## config.mk

```make
export PLATFORM = sky130hd
export DESIGN_NAME = rtc_calendar_core_flat
export DESIGN_NICKNAME = d
export VERILOG_FILES = /design/src/rtl/rtc_calendar_core_pkg.sv /design/src/rtl/rtc_calendar_core_if.sv /design/src/rtl/rtc_btn_sync_edge.sv /design/src/rtl/rtc_calendar_core.sv /design/src/flat_wrapper.sv
export SDC_FILE = /design/constraint.sdc
export NUM_CORES = 1
export LEC_CHECK = 0
export CAP_MARGIN = 40
export CORE_MARGIN = 5
export CORE_UTILIZATION = 40
export CTS_BUF_LIST = sky130_fd_sc_hd__clkbuf_8 sky130_fd_sc_hd__clkbuf_16
export CTS_CLUSTER_DIAMETER = 30
export DETAILED_ROUTE_END_ITERATION = 10
export PLACE_DENSITY = 0.69
export RECOVER_POWER = 50
export SLEW_MARGIN = 20
export SYNTH_ARGS = -nofsm -noshare
export SYNTH_HDL_FRONTEND = slang
export SYNTH_SLANG_ARGS = --single-unit
```

## constraint.sdc

```tcl
create_clock -name clk -period 6.4 [get_ports clk]
set_input_delay 1.28 -clock clk [delete_from_list [all_inputs] [get_ports clk]]
set_output_delay 1.28 -clock clk [all_outputs]
set_load 0.005 [all_outputs]
```

## src/rtl/rtc_calendar_core_pkg.sv

```systemverilog
// Shared widths, field limits and calendar helpers
// for the century-clock counter chain.
package rtc_calendar_core_pkg;

    localparam int SEC_W   = 6;
    localparam int MIN_W   = 6;
    localparam int HOUR_W  = 5;
    localparam int DAY_W   = 5;
    localparam int MORTH_W = 4;
    localparam int YEAR_W  = 16;

    localparam logic [SEC_W-1:0]   SEC_MAX   = 6'd59;
    localparam logic [MIN_W-1:0]   MIN_MAX   = 6'd59;
    localparam logic [HOUR_W-1:0]  HOUR_MAX  = 5'd23;
    localparam logic [MORTH_W-1:0] MORTH_MAX = 4'd12;

    // Button / set-pulse bit positions
    localparam int BTN_SEC   = 0;
    localparam int BTN_MIN   = 1;
    localparam int BTN_HOUR  = 2;
    localparam int BTN_DAY   = 3;
    localparam int BTN_MORTH = 4;
    localparam int BTN_YEAR  = 5;
    localparam int BTN_N     = 6;

    // Leap test from the year residues mod 4/100/400
    function automatic logic is_leap(
        input logic [1:0] r4,
        input logic [6:0] r100,
        input logic [8:0] r400
    );
        return ((r4 == 2'd0) && (r100 != 7'd0)) || (r400 == 9'd0);
    endfunction

    // Month length table
    function automatic logic [DAY_W-1:0] month_days(
        input logic [MORTH_W-1:0] m,
        input logic               leap
    );
        logic [DAY_W-1:0] d;
        unique case (m)
            4'd2:                   d = leap ? 5'd29 : 5'd28;
            4'd4, 4'd6, 4'd9, 4'd11: d = 5'd30;
            default:                d = 5'd31;
        endcase
        return d;
    endfunction

endpackage

```

## src/rtl/rtc_calendar_core_if.sv

```systemverilog
// Tick, set buttons and calendar fields between the
// clock core and its driver / display path.
interface rtc_calendar_core_if;
    import rtc_calendar_core_pkg::*;

    logic               tick_1s;
    logic               set_sec;
    logic               set_min;
    logic               set_hour;
    logic               set_day;
    logic               set_morth;
    logic               set_year;
    logic [SEC_W-1:0]   sec;
    logic [MIN_W-1:0]   min;
    logic [HOUR_W-1:0]  hour;
    logic [DAY_W-1:0]   day;
    logic [MORTH_W-1:0] morth;
    logic [YEAR_W-1:0]  year;
    logic               day_rollover;

    modport master (
        output tick_1s, set_sec, set_min, set_hour,
        output set_day, set_morth, set_year,
        input  sec, min, hour, day, morth, year,
        input  day_rollover
    );

    modport slave (
        input  tick_1s, set_sec, set_min, set_hour,
        input  set_day, set_morth, set_year,
        output sec, min, hour, day, morth, year,
        output day_rollover
    );

endinterface

```

## src/rtl/rtc_btn_sync_edge.sv

```systemverilog
// Two-flop synchronizer for a raw push-button followed
// by a rising-edge detector: one clk pulse per press.
module rtc_btn_sync_edge (
    input  logic clk,
    input  logic rst_n,
    input  logic btn,
    output logic pulse
);

    logic s1_q;
    logic s2_q;
    logic s3_q;

    // Synchronizer chain plus previous-level register
    always_ff @(posedge clk or negedge rst_n) begin
        if (!rst_n) begin
            s1_q <= 1'b0;
            s2_q <= 1'b0;
            s3_q <= 1'b0;
        end else begin
            s1_q <= btn;
            s2_q <= s1_q;
            s3_q <= s2_q;
        end
    end

    assign pulse = s2_q & ~s3_q;

endmodule

```

## src/rtl/rtc_calendar_core.sv

```systemverilog
// sec/min/hour/day/month/year counter chain with Gregorian
// leap handling, increment-only setting and day clamp.
module rtc_calendar_core
    import rtc_calendar_core_pkg::*;
#(
    parameter int YEAR_MIN   = 1,
    parameter int YEAR_MAX   = 9999,
    parameter int YEAR_RESET = 2000
) (
    input logic                clk,
    input logic                rst_n,
    rtc_calendar_core_if.slave bus
);

    localparam logic [YEAR_W-1:0] Y_MIN = YEAR_W'(YEAR_MIN);
    localparam logic [YEAR_W-1:0] Y_MAX = YEAR_W'(YEAR_MAX);
    localparam logic [YEAR_W-1:0] Y_RST = YEAR_W'(YEAR_RESET);

    // Residues of the reset year and of the wrap target year
    localparam logic [1:0] R4_RST   = 2'(YEAR_RESET % 4);
    localparam logic [6:0] R100_RST = 7'(YEAR_RESET % 100);
    localparam logic [8:0] R400_RST = 9'(YEAR_RESET % 400);
    localparam logic [1:0] R4_MIN   = 2'(YEAR_MIN % 4);
    localparam logic [6:0] R100_MIN = 7'(YEAR_MIN % 100);
    localparam logic [8:0] R400_MIN = 9'(YEAR_MIN % 400);

    logic [BTN_N-1:0]   btn_raw;
    logic [BTN_N-1:0]   set_p;

    logic [SEC_W-1:0]   sec_q, sec_d;
    logic [MIN_W-1:0]   min_q, min_d;
    logic [HOUR_W-1:0]  hour_q, hour_d;
    logic [DAY_W-1:0]   day_q, day_d;
    logic [MORTH_W-1:0] morth_q, morth_d;
    logic [YEAR_W-1:0]  year_q, year_d;
    logic [1:0]         r4_q, r4_d;
    logic [6:0]         r100_q, r100_d;
    logic [8:0]         r400_q, r400_d;
    logic               roll_q, roll_d;

    logic               tick;
    logic               c_min, c_hour, c_day, c_mon, c_year;
    logic               inc_mon, inc_year;
    logic [DAY_W-1:0]   dim_q, dim_d;

    assign btn_raw = {bus.set_year, bus.set_morth, bus.set_day,
                      bus.set_hour, bus.set_min, bus.set_sec};

    for (genvar i = 0; i < BTN_N; i++) begin : g_btn
        rtc_btn_sync_edge u_sync (
            .clk   (clk),
            .rst_n (rst_n),
            .btn   (btn_raw[i]),
            .pulse (set_p[i])
        );
    end

    // Carry chain, set increments, year residues and day clamp
    always_comb begin
        sec_d    = sec_q;
        min_d    = min_q;
        hour_d   = hour_q;
        day_d    = day_q;
        morth_d  = morth_q;
        year_d   = year_q;
        r4_d     = r4_q;
        r100_d   = r100_q;
        r400_d   = r400_q;
        roll_d   = 1'b0;
        c_min    = 1'b0;
        c_hour   = 1'b0;
        c_day    = 1'b0;
        c_mon    = 1'b0;
        c_year   = 1'b0;
        // A set pulse swallows the tick, so carries only ever come from the tick
        tick     = bus.tick_1s & ~(|set_p);
        dim_q    = month_days(morth_q, is_leap(r4_q, r100_q, r400_q));

        if (tick | set_p[BTN_SEC]) begin
            if (sec_q == SEC_MAX) begin
                sec_d = '0;
                c_min = tick;
            end else begin
                sec_d = sec_q + 6'd1;
            end
        end

        if (c_min | set_p[BTN_MIN]) begin
            if (min_q == MIN_MAX) begin
                min_d  = '0;
                c_hour = c_min;
            end else begin
                min_d = min_q + 6'd1;
            end
        end

        if (c_hour | set_p[BTN_HOUR]) begin
            if (hour_q == HOUR_MAX) begin
                hour_d = '0;
                c_day  = c_hour;
            end else begin
                hour_d = hour_q + 5'd1;
            end
        end

        if (c_day | set_p[BTN_DAY]) begin
            if (day_q >= dim_q) begin
                day_d  = 5'd1;
                c_mon  = c_day;
                roll_d = c_day;
            end else begin
                day_d = day_q + 5'd1;
            end
        end

        inc_mon = c_mon | set_p[BTN_MORTH];
        if (inc_mon) begin
            if (morth_q == MORTH_MAX) begin
                morth_d = 4'd1;
                c_year  = c_mon;
            end else begin
                morth_d = morth_q + 4'd1;
            end
        end

        inc_year = c_year | set_p[BTN_YEAR];
        if (inc_year) begin
            if (year_q == Y_MAX) begin
                year_d = Y_MIN;
                r4_d   = R4_MIN;
                r100_d = R100_MIN;
                r400_d = R400_MIN;
            end else begin
                year_d = year_q + 16'd1;
                r4_d   = r4_q + 2'd1;
                r100_d = (r100_q == 7'd99)  ? 7'd0 : r100_q + 7'd1;
                r400_d = (r400_q == 9'd399) ? 9'd0 : r400_q + 9'd1;
            end
        end

        dim_d = month_days(morth_d, is_leap(r4_d, r100_d, r400_d));
        if ((inc_mon | inc_year) && (day_d > dim_d)) begin
            day_d = dim_d;
        end
    end

    // Calendar state registers
    always_ff @(posedge clk or negedge rst_n) begin
        if (!rst_n) begin
            sec_q   <= '0;
            min_q   <= '0;
            hour_q  <= '0;
            day_q   <= 5'd1;
            morth_q <= 4'd1;
            year_q  <= Y_RST;
            r4_q    <= R4_RST;
            r100_q  <= R100_RST;
            r400_q  <= R400_RST;
            roll_q  <= 1'b0;
        end else begin
            sec_q   <= sec_d;
            min_q   <= min_d;
            hour_q  <= hour_d;
            day_q   <= day_d;
            morth_q <= morth_d;
            year_q  <= year_d;
            r4_q    <= r4_d;
            r100_q  <= r100_d;
            r400_q  <= r400_d;
            roll_q  <= roll_d;
        end
    end

    assign bus.sec          = sec_q;
    assign bus.min          = min_q;
    assign bus.hour         = hour_q;
    assign bus.day          = day_q;
    assign bus.morth        = morth_q;
    assign bus.year         = year_q;
    assign bus.day_rollover = roll_q;

endmodule

```

## src/flat_wrapper.sv

```systemverilog
// flat-port wrapper written by rule: the top's interface ports become plain ports
module rtc_calendar_core_flat import rtc_calendar_core_pkg::*;
#(
    parameter int YEAR_MIN   = 1,
    parameter int YEAR_MAX   = 9999,
    parameter int YEAR_RESET = 2000
)
  (clk, rst_n, bus_tick_1s, bus_set_sec, bus_set_min, bus_set_hour, bus_set_day, bus_set_morth, bus_set_year, bus_sec, bus_min, bus_hour, bus_day, bus_morth, bus_year, bus_day_rollover);
  rtc_calendar_core_if bus_i ();
  input logic clk;
  input logic rst_n;
  input wire logic [$bits(bus_i.tick_1s)-1:0] bus_tick_1s;
  input wire logic [$bits(bus_i.set_sec)-1:0] bus_set_sec;
  input wire logic [$bits(bus_i.set_min)-1:0] bus_set_min;
  input wire logic [$bits(bus_i.set_hour)-1:0] bus_set_hour;
  input wire logic [$bits(bus_i.set_day)-1:0] bus_set_day;
  input wire logic [$bits(bus_i.set_morth)-1:0] bus_set_morth;
  input wire logic [$bits(bus_i.set_year)-1:0] bus_set_year;
  output wire logic [$bits(bus_i.sec)-1:0] bus_sec;
  output wire logic [$bits(bus_i.min)-1:0] bus_min;
  output wire logic [$bits(bus_i.hour)-1:0] bus_hour;
  output wire logic [$bits(bus_i.day)-1:0] bus_day;
  output wire logic [$bits(bus_i.morth)-1:0] bus_morth;
  output wire logic [$bits(bus_i.year)-1:0] bus_year;
  output wire logic [$bits(bus_i.day_rollover)-1:0] bus_day_rollover;
  assign bus_i.tick_1s = bus_tick_1s;
  assign bus_i.set_sec = bus_set_sec;
  assign bus_i.set_min = bus_set_min;
  assign bus_i.set_hour = bus_set_hour;
  assign bus_i.set_day = bus_set_day;
  assign bus_i.set_morth = bus_set_morth;
  assign bus_i.set_year = bus_set_year;
  assign bus_sec = bus_i.sec;
  assign bus_min = bus_i.min;
  assign bus_hour = bus_i.hour;
  assign bus_day = bus_i.day;
  assign bus_morth = bus_i.morth;
  assign bus_year = bus_i.year;
  assign bus_day_rollover = bus_i.day_rollover;
  rtc_calendar_core #(.YEAR_MIN(YEAR_MIN), .YEAR_MAX(YEAR_MAX), .YEAR_RESET(YEAR_RESET)) u_core (.clk(clk), .rst_n(rst_n), .bus(bus_i));
endmodule
```

; Word-level counts from Yosys, hierarchy flattened
; Cells that the tools add are included.
[op_classes]
muxes = 31
bitwise = 21
eq_ne = 17
magnitude_cmp = 2
n_addsub = 9
n_reduce_logical = 14
[ops]
columns = operator, count
row1 = $mux W9, 3
row2 = $mux W7, 3
row3 = $eq A4 B4 Y1 const B, 5
row4 = $mux W5, 4
row5 = $pmux W5 S2, 2
row6 = $logic_not A9 Y1, 2
row7 = $add A16 B1 Y16 const B, 1
row8 = $eq A16 B14 Y1 const B, 1
row9 = $eq A4 B3 Y1 const B, 4
row10 = $mux W16, 1
row11 = $reduce_bool A7 Y1, 2
row12 = $add A6 B1 Y6 const B, 2
row13 = $eq A6 B6 Y1 const B, 2
row14 = $mux W1, 12
row15 = $mux W6, 2
row16 = $add A5 B1 Y5 const B, 2
row17 = $add A9 B1 Y9 const B, 1
row18 = $eq A9 B9 Y1 const B, 1
row19 = $eq A4 B2 Y1 const B, 2
row20 = $mux W4, 2
row21 = $reduce_or A4 Y1, 2
row22 = $add A7 B1 Y7 const B, 1
row23 = $and A1 B1 Y1, 7
row24 = $eq A7 B7 Y1 const B, 1
row25 = other kinds (12), 29
[totals]
in_bits = 9
reg_bits = 79

; Logic depth before layout (Yosys ltp)
; Gate-level depths: netlist (run 1).
[logic_depth]
ltp_word = 25
mapped_depth = 21
ltp_nobuf = 20

; Hierarchy
; A second synthesis (run 1) with hierarchy kept.
[unflattened]
cells_unflattened = 458
area_unflattened_um2 = 4424.2
[by_module_without_submodules]
columns = module, area_each_um2, seq_area_each_um2, cells_per_inst, instances
row1 = rtc_calendar_core, 3891.2, 1536.5, 434, 1
row2 = rtc_btn_sync_edge, 88.8, 75.1, 4, 6

; Least setup slack after synthesis (run 1)
; OpenSTA, ideal clock, no wires.
[synth_timing]
path_kind = flip-flop to flip-flop
startpoint = reg u_core.morth_q[0] (netlist: u_core.bus.morth[0])
endpoint = reg u_core.day_q[1] (netlist: u_core.bus.day[1])
n_path_buf = 1
setup_slack_ns = 1.923
required_time_ns = 6.275
stages_incl_launch_ff = 21
arrival_ns = 4.353
path_cell_list = dfstp_2 -> inv_1 -> ha_1 -> o21ai_0 -> nand2_1 -> a31oi_1 -> ha_1 -> nand2b_1 -> a21oi_1 -> or2_2 -> buf_1 -> o31a_4 -> or4_4 -> a32o_1 -> o311a_1 -> nor2_1 -> ha_1 -> nand2_1 -> o211ai_1 -> a2111o_1 -> mux2_2
[synth_between]
elab_chain_cells = 18
word_cells_on_any_way = 40
classes_between = add/sub (1) / order compare (2) / eq/ne (11) / mux (15) / bitwise (3) / reduce/logical (8)
[synth_lines]
columns = element, line
row1 = from (decl), rtc_calendar_core.sv:34  ; logic [MORTH_W-1:0] morth_q, morth_d;
row2 = from (signal assigned), rtc_calendar_core.sv:165  ; morth_q <= morth_d;
row3 = $eq A4 B3 Y1 / $eq A4 B4 Y1 (equally long branches), rtc_calendar_core_pkg.sv:41  ; unique case (m)
row4 = $reduce_or A4 Y1, rtc_calendar_core_pkg.sv:41
row5 = $pmux W5 S2, rtc_calendar_core_pkg.sv:41
row6 = $ge A5 B5 Y1, rtc_calendar_core.sv:107  ; if (day_q >= dim_q) begin
row7 = $mux W1, rtc_calendar_core.sv:107
row8 = $mux W1, rtc_calendar_core.sv:106  ; if (c_day | set_p[BTN_DAY]) begin
row9 = $mux W1 / $or A1 B1 Y1 (equally long branches), "rtc_calendar_core.sv:118, rtc_calendar_core.sv:116"
row10 = $mux W1, rtc_calendar_core.sv:117  ; if (inc_mon) begin
row11 = [... 3 more ...], -
row12 = $logic_and A1 B1 Y1, rtc_calendar_core_pkg.sv:32  ; return ((r4 == 2'd0) && (r100 != 7'd0)) || (r400 == 9'd0);
row13 = $logic_or A1 B1 Y1, rtc_calendar_core_pkg.sv:32
row14 = $mux W1, rtc_calendar_core_pkg.sv:42  ; 4'd2: d = leap ? 5'd29 : 5'd28;
row15 = $pmux W5 S2, rtc_calendar_core_pkg.sv:41
row16 = $gt A5 B5 Y1, rtc_calendar_core.sv:142  ; if ((inc_mon | inc_year) && (day_d > dim_d)) begin
row17 = $logic_and A1 B1 Y1, rtc_calendar_core.sv:142
row18 = $mux W5 *, rtc_calendar_core.sv:142
row19 = via u_core.day_d[1], rtc_calendar_core.sv:33  ; logic [DAY_W-1:0] day_q, day_d;
row20 = to (signal assigned), rtc_calendar_core.sv:164  ; day_q <= day_d;
row21 = to (decl), rtc_calendar_core.sv:33
; The timed path passes the listed nets; every way through them passes the cells marked *.
; A chain may end at the register's enable or synchronous reset.

; Worst setup path after layout (run 1)
; Same ends and word-level chain as after synthesis.

==> results.sh, run 1 <==
export IMPL_startpoint="u_core.bus.morth[0]$_DFF_PN1_"
export IMPL_synth_seq_cells=79
export IMPL_synthCells=449
export IMPL_timing_rr_start="u_core.bus.morth[0]$_DFF_PN1_"
export IMPL_via_per_inst=5.515
export IMPL_finalSetupTns_ns=0
export IMPL_hpwlAfterDp_mm=6.832
export IMPL_synthFlopType="dfrtp_1"
export IMPL_violations="max-capacitance violations, max-slew violations"
export IMPL_rsz0062_at_grt="no"
export IMPL_hp_class="flip-flop to flip-flop"
export IMPL_grt_overflow_total=0
export IMPL_finalCriticalPeriod_ns=4.799
export IMPL_final_net_count=531
export IMPL_clockRootBuffer="clkbuf_8"
export IMPL_synth_cell_types=58
export IMPL_area_delta_synth_final_pct=20.35
export IMPL_status="complete, but fails checks"
export IMPL_synth_edff_count=0
export IMPL_crit_slowest_cell="dfstp_2"
export IMPL_reg2reg_depth=19
export IMPL_ys_warn_count=0
export IMPL_routedWlPerCell_um=14.73
export IMPL_relSlewSlack=-0.8182
export IMPL_critical_path_arrival_ns=5.03
export IMPL_cp_start_kind="flip-flop"
export IMPL_instances_no_fill=648
export IMPL_grt_pass1_vias=3455
export IMPL_finClkSkew_ns=0.01198
export IMPL_crit_required_ns=6.63
export IMPL_drtIter0Drc=212
export IMPL_port_buffers=51
export IMPL_grt_pass1_wl_mm=16.19
export IMPL_hold_viol_final=0
export IMPL_path_delay_family="compound AO/OA/AOI/OAI gates"
export IMPL_grt_antenna_before_repair=0
export IMPL_cp_endpoint="u_core.bus.day[1]$_DFF_PN0_"
export IMPL_slew_viol_final=82
export IMPL_grt_max_degree=53
export IMPL_r2r_end="u_core.bus.day[1]$_DFF_PN0_"
export IMPL_pre_cts_ws_ns=1.538
export IMPL_final_antenna_net_count=0
export IMPL_n_antenna_cell=0
export IMPL_cts_setup_buffers=0
export IMPL_crit_path_max_incr_delay_ns=0.63
export IMPL_clock_latency_ns=0.34
export IMPL_cts_tree="yes"
export IMPL_power_density_mw_per_mm2=380.9
export IMPL_crit_cells=19
export IMPL_dr_pass1_iters=4
export IMPL_power_leakage_uw=0.002251
export IMPL_cts_buffers=9
export IMPL_criticalPathCategory="flip-flop to flip-flop"
export IMPL_layout_setup_ws_ns=1.601
export IMPL_worst_ir_drop_vdd_v=0.0001744
export IMPL_critPathCaptureType="flip-flop"
export IMPL_start_util=0.4028
export IMPL_drive_gt1_frac=0.08858
export IMPL_vias=3574
export IMPL_dieWidth_um=114.0
export IMPL_drcViolationCount=0
export IMPL_ff2ff_setup_slack_ns=1.60
export IMPL_setup_viol=0
export IMPL_path_cells="inv_1 > ha_1 > o21ai_0 > nand2_1 > a31oi_1 > ha_1 > nand2b_1 > a21oi_1 > or2_2 > o31a_4 > or4_4 > a32o_1 > o311a_1 > nor2_1 > ha_1 > nand2_1 > o211ai_1 > a2111o_1 > mux2_2"
export IMPL_drv_cap=2
export IMPL_synth_avg_cell_area_um2=9.639
export IMPL_netlist_area_mm2=0.004328
export IMPL_design_die_area_mm2=0.01300
export IMPL_h_tree_depth=3
export IMPL_finalCritPeriodShare=0.7498
export IMPL_post_route_cell_area_mm2=0.005209
export IMPL_ctsResizeCount=0
export IMPL_dp_cells=632
export IMPL_ys_seq_area_frac=0.4591
export IMPL_cts_sinks=79
export IMPL_place_gp_congestion=0.8245
export IMPL_fp_dieH_um=114.0
export IMPL_core_area_mm2=0.01075
export IMPL_io_pins=52
export IMPL_postCtsHoldBufs=0
export IMPL_critPathMaxFanout=26
export IMPL_num_rows=38
export IMPL_routed_wl_mm=9.546
export IMPL_n_fill_cell=1027
export IMPL_grtUsageTotal=0.1512
export IMPL_cts_buffer_depth=2
export IMPL_syn_nets=476
export IMPL_path_buf_inv=1
export IMPL_total_power_uw=1984
export IMPL_placed_area_mm2=0.005011
export IMPL_clk_pin_slew_worst_paths_ns=0.08
export IMPL_async_flop_share=1.000
export IMPL_worstMarginPinSlew_ns=2.727
export IMPL_cpMostUsedCell="ha_1"
export IMPL_max_freq_mhz=208.4
==> metal layers <==
metal  GRT usage  part of all wire  routed length [µm]  vias to the layer above
met2      0.2440              0.47                4452                       81
met1      0.2001              0.47                4512                     1738
met3     0.04244             0.044                 419                       16
li1            -                 -                   -                     1739
met4     0.04117             0.017                 162                        0
met5           0                 0                   0                        -
==> layout by cell type, fill, tap and decap left out, drive strengths merged, types with 3 or more instances in the layout <==
cell	instances
dfrtp	71
or2	3
clkdlybuf4s50	43
inv	17
o21ai	35
o31ai	11
nand2	53
nor3b	4
a22o	3
nand4	13
nor2	38
nor2b	8
nor4	6
xnor2	11
dfstp	8
clkinv	3
o41ai	7
a21o	5
clkbuf	12
o2111ai	4
nor3	7
a21oi	9
nand3b	3
mux2	5
xor2	7
mux2i	5
ha	18
a31oi	5
buf	4
and3	9
nand3	30
and4	3
and2	4
dlygate4sd3	7
nand2b	13
==> sequential cells by signal, indices dropped and copies added (netlist names) <==
register	cells
u_core.bus.day	5
u_core.bus.day_rollover	1
u_core.bus.hour	5
u_core.bus.min	6
u_core.bus.morth	4
u_core.bus.sec	6
u_core.bus.year	16
u_core.g_btn.u_sync.s1_q	6
u_core.g_btn.u_sync.s2_q	6
u_core.g_btn.u_sync.s3_q	6
u_core.r100_q	7
u_core.r400_q	9
u_core.r4_q	2
==> kinds of logic (layout without fill, tap and decap cells) <==
logic type / Yosys count / count (layout) / share of synthesized area
AO/OA/AOI/OAI: 93 / 93 / 0.1515
XOR/XNOR: 18 / 18 / 0.03643
adder cells (fa/ha/maj): 18 / 18 / 0.05204
buffers and inverters: 29 / 88 / 0.02544
flip-flops: 79 / 79 / 0.4591
multiplexers: 10 / 10 / 0.02457
AND/OR/NAND/NOR: 202 / 202 / 0.2509
==> worst min-delay path by stage <==
stage / cells after the start / startpoint / end / slack [ns]
6_report: 0 / u_core.g_btn[5].u_sync.s1_q$_DFF_PN0_ / u_core.g_btn[5].u_sync.s2_q$_DFF_PN0_ / 0.36
5_1_grt: 0 / u_core.g_btn[0].u_sync.s1_q$_DFF_PN0_ / u_core.g_btn[0].u_sync.s2_q$_DFF_PN0_ / 0.36
4_1_cts: 0 / u_core.g_btn[0].u_sync.s1_q$_DFF_PN0_ / u_core.g_btn[0].u_sync.s2_q$_DFF_PN0_ / 0.36
3_5_place_dp: 0 / u_core.g_btn[0].u_sync.s1_q$_DFF_PN0_ / u_core.g_btn[0].u_sync.s2_q$_DFF_PN0_ / 0.34
3_3_place_gp: 0 / u_core.g_btn[0].u_sync.s1_q$_DFF_PN0_ / u_core.g_btn[0].u_sync.s2_q$_DFF_PN0_ / 0.34
2_1_floorplan: 0 / u_core.g_btn[0].u_sync.s1_q$_DFF_PN0_ / u_core.g_btn[0].u_sync.s2_q$_DFF_PN0_ / 0.33
==> layout make-up <==
cell class | instances | area (µm²) | share of cell area
Multi-Input combinational cell | 341 | 2231 | 0.4283
Sequential cell | 79 | 1987 | 0.3815
Timing Repair Buffer | 56 | 531.8 | 0.1021
Tap cell | 140 | 175.2 | 0.03363
Clock buffer | 10 | 137.6 | 0.02642
Clock inverter | 5 | 82.58 | 0.01585
Inverter | 17 | 63.81 | 0.01225
==> cells in the mapped netlist, drive strengths merged, types with 3 or more instances <==
cell     number  share of area
a21o          5         0.0087
a21oi         9          0.010
a22o          3         0.0061
a31oi         5         0.0072
and2          4         0.0058
and3          9          0.013
and4          3         0.0061
clkbuf       10         0.0087
dfrtp        71           0.41
dfstp         8          0.049
ha           18          0.052
inv          17          0.015
mux2          5          0.013
mux2i         5          0.012
nand2        53          0.046
nand2b       13          0.019
nand3        30          0.036
nand3b        3          0.011
nand4        13          0.019
nor2         38          0.033
nor2b         8          0.012
nor3          7         0.0081
nor3b         4         0.0069
nor4          6          0.012
o2111ai       4         0.0081
o21ai        35          0.040
o31ai        11          0.021
o41ai         7          0.019
or2           3         0.0043
xnor2        11          0.022
xor2          7          0.014
==> per-stage QoR <==
step	hold slack, ns	util
6_report	0.3563	0.4847
5_1_grt	0.3616	0.4847
4_1_cts	0.3556	0.4868
3_5_place_dp	0.3381	0.4663
3_3_place_gp	0.3397	0.4634
2_1_floorplan	0.3312	-
==> where the power goes <==
group	switching (µW)	internal (µW)
registers	231	645
clock network	184	229
logic	315	379
total	731	1250
Power figures use the tool's default switching activity.
==> inputs of run 2 (changes only) <==
Clock period 6.4 ns to 4.5 ns, I/O delays scaled along.
==> run 2 against run 1 <==
The run still ends with max-capacitance violations, max-slew violations left. Non-clock buffer count rose by 14. Die area unchanged. Critical endpoint unchanged. Register-to-register slack got worse by 1.5 ns. Utilization is 1.4 points higher. Via count grew 1.8%. Sequential cell count is the same. Worst hold slack got worse by 0.0077 ns.
==> results.sh, run 2 (synthesis gave the netlist of run 1 again) <==
export IMPL_status="complete, but fails checks"
export IMPL_violations="max-capacitance violations, max-slew violations"
export IMPL_cp_start_kind="flip-flop"
export IMPL_postCtsHoldBufs=0
export IMPL_drv_cap=1
export IMPL_crit_required_ns=4.76
export IMPL_n_antenna_cell=0
export IMPL_power_density_mw_per_mm2=533.3
export IMPL_cts_sinks=79
export IMPL_vias=3638
export IMPL_final_net_count=545
export IMPL_io_pins=52
export IMPL_setup_viol=0
export IMPL_crit_path_max_incr_delay_ns=0.60
export IMPL_layout_setup_ws_ns=0.1364
export IMPL_worstMarginPinSlew_ns=1.988
export IMPL_cts_buffer_depth=2
export IMPL_relSlewSlack=-0.3250
export IMPL_grt_overflow_total=0
export IMPL_path_cells="inv_4 > ha_4 > nor3b_2 > a31oi_1 > ha_1 > nand2b_4 > a21oi_2 > or2_4 > o31ai_2 > buf_6 > buf_4 > a211oi_1 > o2bb2ai_1 > o311a_1 > nor2_1 > ha_1 > nand2_1 > o211ai_1 > a2111o_1 > mux2_4"
export IMPL_final_cell_mix="dfrtp_1, nand2_1, clkdlybuf4s50_1"
export IMPL_worst_ir_drop_vdd_v=0.0002338
export IMPL_power_leakage_uw=0.002310
export IMPL_post_route_cell_area_mm2=0.005363
export IMPL_routed_wl_mm=9.903
export IMPL_largest_reg_flops=16
export IMPL_grtUsageTotal=0.1600
export IMPL_core_area_mm2=0.01075
export IMPL_path_buf_inv=3
export IMPL_mostFrequentLayoutCell="dfrtp_1"
export IMPL_critPathMaxFanout=11
export IMPL_h_tree_depth=3
export IMPL_drcViolationCount=0
export IMPL_grt_pass1_wl_mm=17.05
export IMPL_total_power_uw=2860
export IMPL_grt_pass1_vias=3691
export IMPL_start_util=0.4028
export IMPL_clock_latency_ns=0.36
export IMPL_crit_slowest_cell="dfstp_2"
export IMPL_area_delta_synth_final_pct=23.91
export IMPL_hp_class="flip-flop to flip-flop"
export IMPL_drive_gt1_frac=0.1434
export IMPL_cts_tree="yes"
export IMPL_cpMostUsedCell="ha_1"
export IMPL_final_antenna_net_count=0
export IMPL_fp_dieH_um=114.0
export IMPL_hpwlAfterDp_mm=7.129
export IMPL_placed_area_mm2=0.005112
export IMPL_finalCritPeriodShare=0.9697
export IMPL_criticalPathCategory="flip-flop to flip-flop"
export IMPL_dr_pass1_iters=6
export IMPL_cts_buffers=9
export IMPL_port_buffers=51
export IMPL_design_die_area_mm2=0.01300
export IMPL_slew_viol_final=39
export IMPL_clockRootBuffer="clkbuf_8"
export IMPL_dieWidth_um=114.0
export IMPL_routedWlPerCell_um=14.94
export IMPL_fin_util=0.4991
export IMPL_via_per_inst=5.487
export IMPL_grt_max_degree=43
export IMPL_hold_viol_final=0
export IMPL_critPathCaptureType="flip-flop"
export IMPL_place_gp_congestion=0.8794
export IMPL_path_delay_family="compound AO/OA/AOI/OAI gates"
export IMPL_max_freq_mhz=229.2
export IMPL_finalCriticalPeriod_ns=4.364
export IMPL_num_rows=38
export IMPL_drtIter0Drc=227
export IMPL_pre_cts_ws_ns=-0.009529
export IMPL_clk_pin_slew_worst_paths_ns=0.09
export IMPL_critical_path_arrival_ns=4.62
export IMPL_finClkSkew_ns=0.006445
export IMPL_grt_antenna_before_repair=0
export IMPL_holdWs_ns=0.3486
==> run 2: layout make-up <==
type	count	area [µm²]
Fill cell	1017	5383
Multi-Input combinational cell	341	2303
Sequential cell	79	1988
Timing Repair Buffer	70	648.1
Tap cell	140	175.2
Clock buffer	9	123.9
Inverter	17	66.31
Clock inverter	7	57.56
==> run 2: routing by layer <==
layer / vias up / share of wire / GRT usage
li1: 1756 / - / -
met1: 1754 / 0.45 / 0.2020
met2: 109 / 0.48 / 0.2568
met3: 19 / 0.057 / 0.05358
met4: 0 / 0.018 / 0.05542
met5: - / 0 / 0
==> run 2: repair_timing <==
action                                  in CTS  in global routing
gates resized for setup                      0                 24
cloned                                       0                  0
pin swaps                                    1                 11
buffers inserted                             0                  1
endpoints found under the setup margin       1                  2
==> run 2: through the flow <==
step,instances,setup TNS (ns)
floorplan,449,0
global placement,645,0
detailed placement,646,-0.009529
CTS,662,0
global route,663,-0.03063
finish,663,0
==> run 2: worst paths after layout <==
path / cells past startpoint / slack (ns) / to / start
worst min register to register: 0 / 0.35 / u_core.g_btn[1].u_sync.s2_q$_DFF_PN0_ / u_core.g_btn[1].u_sync.s1_q$_DFF_PN0_
max in group asynchronous: 2 / 1.44 / u_core.bus.morth[1]$_DFF_PN0_ / rst_n
worst max register to register: 20 / 0.14 / u_core.bus.day[1]$_DFF_PN0_ / u_core.bus.morth[0]$_DFF_PN1_
worst max-delay path: 20 / 0.14 / u_core.bus.day[1]$_DFF_PN0_ / u_core.bus.morth[0]$_DFF_PN1_
worst min-delay path: 0 / 0.35 / u_core.g_btn[1].u_sync.s2_q$_DFF_PN0_ / u_core.g_btn[1].u_sync.s1_q$_DFF_PN0_
min in group asynchronous: 1 / 1.09 / u_core.bus.hour[0]$_DFFE_PN0P_ / rst_n
==> run 2: worst reg2reg max path, stage by stage (launching register included) <==
cell	delay, ns
dfstp_2	0.60
inv_4	0.06
ha_4	0.16
nor3b_2	0.16
a31oi_1	0.22
ha_1	0.27
nand2b_4	0.14
a21oi_2	0.15
or2_4	0.15
o31ai_2	0.07
buf_6	0.16
buf_4	0.16
a211oi_1	0.25
o2bb2ai_1	0.10
o311a_1	0.31
nor2_1	0.11
ha_1	0.24
nand2_1	0.08
o211ai_1	0.11
a2111o_1	0.44
mux2_4	0.32
==> run 2: power by group <==
part	internal (µW)	total (µW)	switching, µW	leakage, µW
Combinational	630	1180	547	0.00130
Sequential	919	1190	270	0.000924
Clock	207	494	287	0.0000877
Total	1760	2860	1100	0.00231
==> inputs of run 3 (changes only) <==
Settings changed: ABC_AREA set to 1.
==> run 3 against run 2 <==
The flow still finishes with violations (max-capacitance violations, max-slew violations). Maximum frequency increased by 2.0%. First-iteration DRC count decreased by 7.0%. Total power decreased by 1.2%. Cell area increased by 0.91%. Combinational power decreased by 8%. Sequential power decreased by 7%. Clock-buffer cell count unchanged. Largest cell class unchanged. Highest routed layer unchanged.
==> results.sh, run 3 <==
export IMPL_netlist_top_cells_area="dfrtp_1, nand2_1, inv_1, nand3_1, ha_1"
export IMPL_cts_tree="yes"
export IMPL_via_per_inst=4.938
export IMPL_worstMarginPinSlew_ns=2.073
export IMPL_synth_edff_count=0
export IMPL_seq_power_share=0.392
export IMPL_hold_viol_final=0
export IMPL_ys_seq_area_frac=0.4579
export IMPL_synth_cell_types=39
export IMPL_routedWlPerCell_um=13.53
export IMPL_p_comb_frac=0.384
export IMPL_n_antenna_cell=0
export IMPL_mostFrequentLayoutCell="nand2_1"
export IMPL_hp_class="flip-flop to flip-flop"
export IMPL_synth_fa_ha_area_frac=0.05190
export IMPL_synth_top_family_by_area="simple AND/OR/NAND/NOR gates"
export IMPL_p_sw_uw=1037
export IMPL_grt_max_degree=42
export IMPL_crit_slowest_cell="dfrtp_1"
export IMPL_drtIter0Drc=211
export IMPL_post_route_cell_area_mm2=0.005411
export IMPL_slew_viol_final=82
export IMPL_cts_sinks=79
export IMPL_port_buffers=51
export IMPL_grt_pass1_wl_mm=16.01
export IMPL_crit_required_ns=4.75
export IMPL_synth_seq_cells=79
export IMPL_synthCells=522
export IMPL_sw_frac_of_total=0.3671
export IMPL_finClkSkew_ns=0.009849
export IMPL_final_cell_mix="nand2_1, inv_1, dfrtp_1"
export IMPL_critPathCaptureType="flip-flop"
export IMPL_clockPowerShare=0.224
export IMPL_area_delta_synth_final_pct=24.71
export IMPL_grt_overflow_total=0
export IMPL_start_util=0.4038
export IMPL_hpwlAfterDp_mm=7.163
export IMPL_yosys_area_top_type="dfrtp_1"
export IMPL_final_antenna_net_count=0
export IMPL_cpMostUsedCell="nand2_1"
export IMPL_vias=3644
export IMPL_core_area_mm2=0.01075
export IMPL_clock_latency_ns=0.36
export IMPL_total_power_uw=2825
export IMPL_design_die_area_mm2=0.01303
export IMPL_synth_compound_area_share=0.07728
export IMPL_status="complete, but fails checks"
export IMPL_violations="max-capacitance violations, max-slew violations"
export IMPL_async_flop_share=1.000
export IMPL_max_freq_mhz=233.7
export IMPL_grtUsageTotal=0.1510
export IMPL_critPathMaxFanout=6
export IMPL_placed_area_mm2=0.005002
export IMPL_place_gp_congestion=0.9096
export IMPL_finalCriticalPeriod_ns=4.279
export IMPL_netlist_area_mm2=0.004339
export IMPL_largest_reg_flops=16
export IMPL_cp_start_kind="flip-flop"
export IMPL_io_pins=52
export IMPL_muxShareOfSynthArea=0
export IMPL_fp_dieH_um=114.2
export IMPL_synthFlopType="dfrtp_1"
export IMPL_grt_antenna_before_repair=0
export IMPL_dieWidth_um=114.2
export IMPL_finalCritPeriodShare=0.9510
export IMPL_power_internal_uw=1788
export IMPL_cts_buffers=9
export IMPL_drv_cap=2
export IMPL_routed_wl_mm=9.988
export IMPL_critical_path_arrival_ns=4.52
export IMPL_yosys_area_top_type_share=0.4095
export IMPL_ys_warn_count=0
export IMPL_dr_pass1_iters=5
export IMPL_final_net_count=620
export IMPL_cts_buffer_depth=2
export IMPL_synth_xor_area_frac=0.03633
export IMPL_synthTopCellsByCount="nand2_1, inv_1, dfrtp_1"
export IMPL_num_rows=38
export IMPL_syn_nets=549
export IMPL_power_density_mw_per_mm2=522.0
export IMPL_yosys_area_share_simple=0.2886
export IMPL_h_tree_depth=3
export IMPL_setup_viol=0
export IMPL_criticalPathCategory="flip-flop to flip-flop"
export IMPL_postCtsHoldBufs=0
export IMPL_yosysMostFrequentCell="nand2_1"
export IMPL_power_leakage_uw=0.002620
export IMPL_relSlewSlack=-0.3818
export IMPL_synth_avg_cell_area_um2=8.313
export IMPL_clockRootBuffer="clkbuf_8"
export IMPL_drive_gt1_frac=0.1505
export IMPL_worst_ir_drop_vdd_v=0.0002862
export IMPL_clk_pin_slew_worst_paths_ns=0.08
export IMPL_drcViolationCount=0
export IMPL_grt_pass1_vias=3499
export IMPL_crit_path_max_incr_delay_ns=0.43
## run 3: kinds of logic (layout without fill, tap and decap cells)
| logic type | after synthesis | after routing |
|---|---|---|
| adders and majority gates | 18 | 18 |
| DFF | 79 | 79 |
| xor gates and xnor gates | 18 | 18 |
| buffers and inverters | 97 | 170 |
| AOI/OAI and AO/OA | 62 | 62 |
| and+or+nand+nor | 248 | 251 |
## run 3: critical path: cells and delay by family, from the launching register on
kind / cells / cell delay (ns)
buffers and inverters: 6 / 0.42
DFF: 1 / 0.43
and+or+nand+nor: 18 / 2.02
AOI/OAI and AO/OA: 5 / 0.69
adders and majority gates: 3 / 0.63
## run 3: power groups by stage
stage	registers [µW]	clock network, µW	logic (µW)
6_report	1110	633	1090
3_3_place_gp	1110	0	970
5_1_grt	1140	676	1210
4_1_cts	1100	647	1020
3_5_place_dp	1110	0	1010
2_1_floorplan	1070	0	614
## run 3: final timing paths
check                                                           start                                    end  slack [ns]  cells after the start
worst max-delay path                       u_core.r100_q[1]$_DFF_PN0_            u_core.bus.day[1]$_DFF_PN0_        0.22                     32
worst min-delay path            u_core.g_btn[2].u_sync.s1_q$_DFF_PN0_  u_core.g_btn[2].u_sync.s2_q$_DFF_PN0_        0.35                      0
worst max register to register             u_core.r100_q[1]$_DFF_PN0_            u_core.bus.day[1]$_DFF_PN0_        0.22                     32
worst min register to register  u_core.g_btn[2].u_sync.s1_q$_DFF_PN0_  u_core.g_btn[2].u_sync.s2_q$_DFF_PN0_        0.35                      0
max in group asynchronous                                       rst_n             u_core.r100_q[5]$_DFF_PN0_        0.78                      2
min in group asynchronous                                       rst_n          u_core.bus.min[2]$_DFFE_PN0P_        1.13                      1
## run 3: final cells by class
| class | instances | area, µm² |
|---|---|---|
| clock buffers | 9 | 123.9 |
| inverters | 91 | 341.6 |
| well taps | 140 | 175.2 |
| flip-flops and latches | 79 | 1987 |
| fillers | 1022 | 5334 |
| clock inverters | 7 | 113.9 |
| multi-input cells | 349 | 2058 |
| repair buffers | 63 | 611.8 |
## run 3: layer usage
layer / share of wire / track usage / vias up
met5: 0 / 0 / -
met4: 0.019 / 0.04434 / 0
met3: 0.049 / 0.04070 / 15
met2: 0.48 / 0.2475 / 90
met1: 0.45 / 0.1962 / 1706
li1: - / - / 1833
## run 3: timing repair
| action | in CTS | in global routing |
|---|---|---|
| setup buffers | 0 | 11 |
| resized for setup | 0 | 17 |
| setup endpoints to repair | 0 | 2 |
## run 3: through the flow
step                  util  worst slack, ns  instances  hold slack (ns)  setup TNS (ns)
global route        0.5036          -0.1321        738           0.3580         -0.2216
detailed placement  0.4655           0.1741        708           0.3364               0
floorplan                -           0.9122        522           0.3312               0
finish              0.5036           0.2206        738           0.3530               0
CTS                 0.4877           0.1371        724           0.3556               0
global placement    0.4637           0.3906        707           0.3330               0
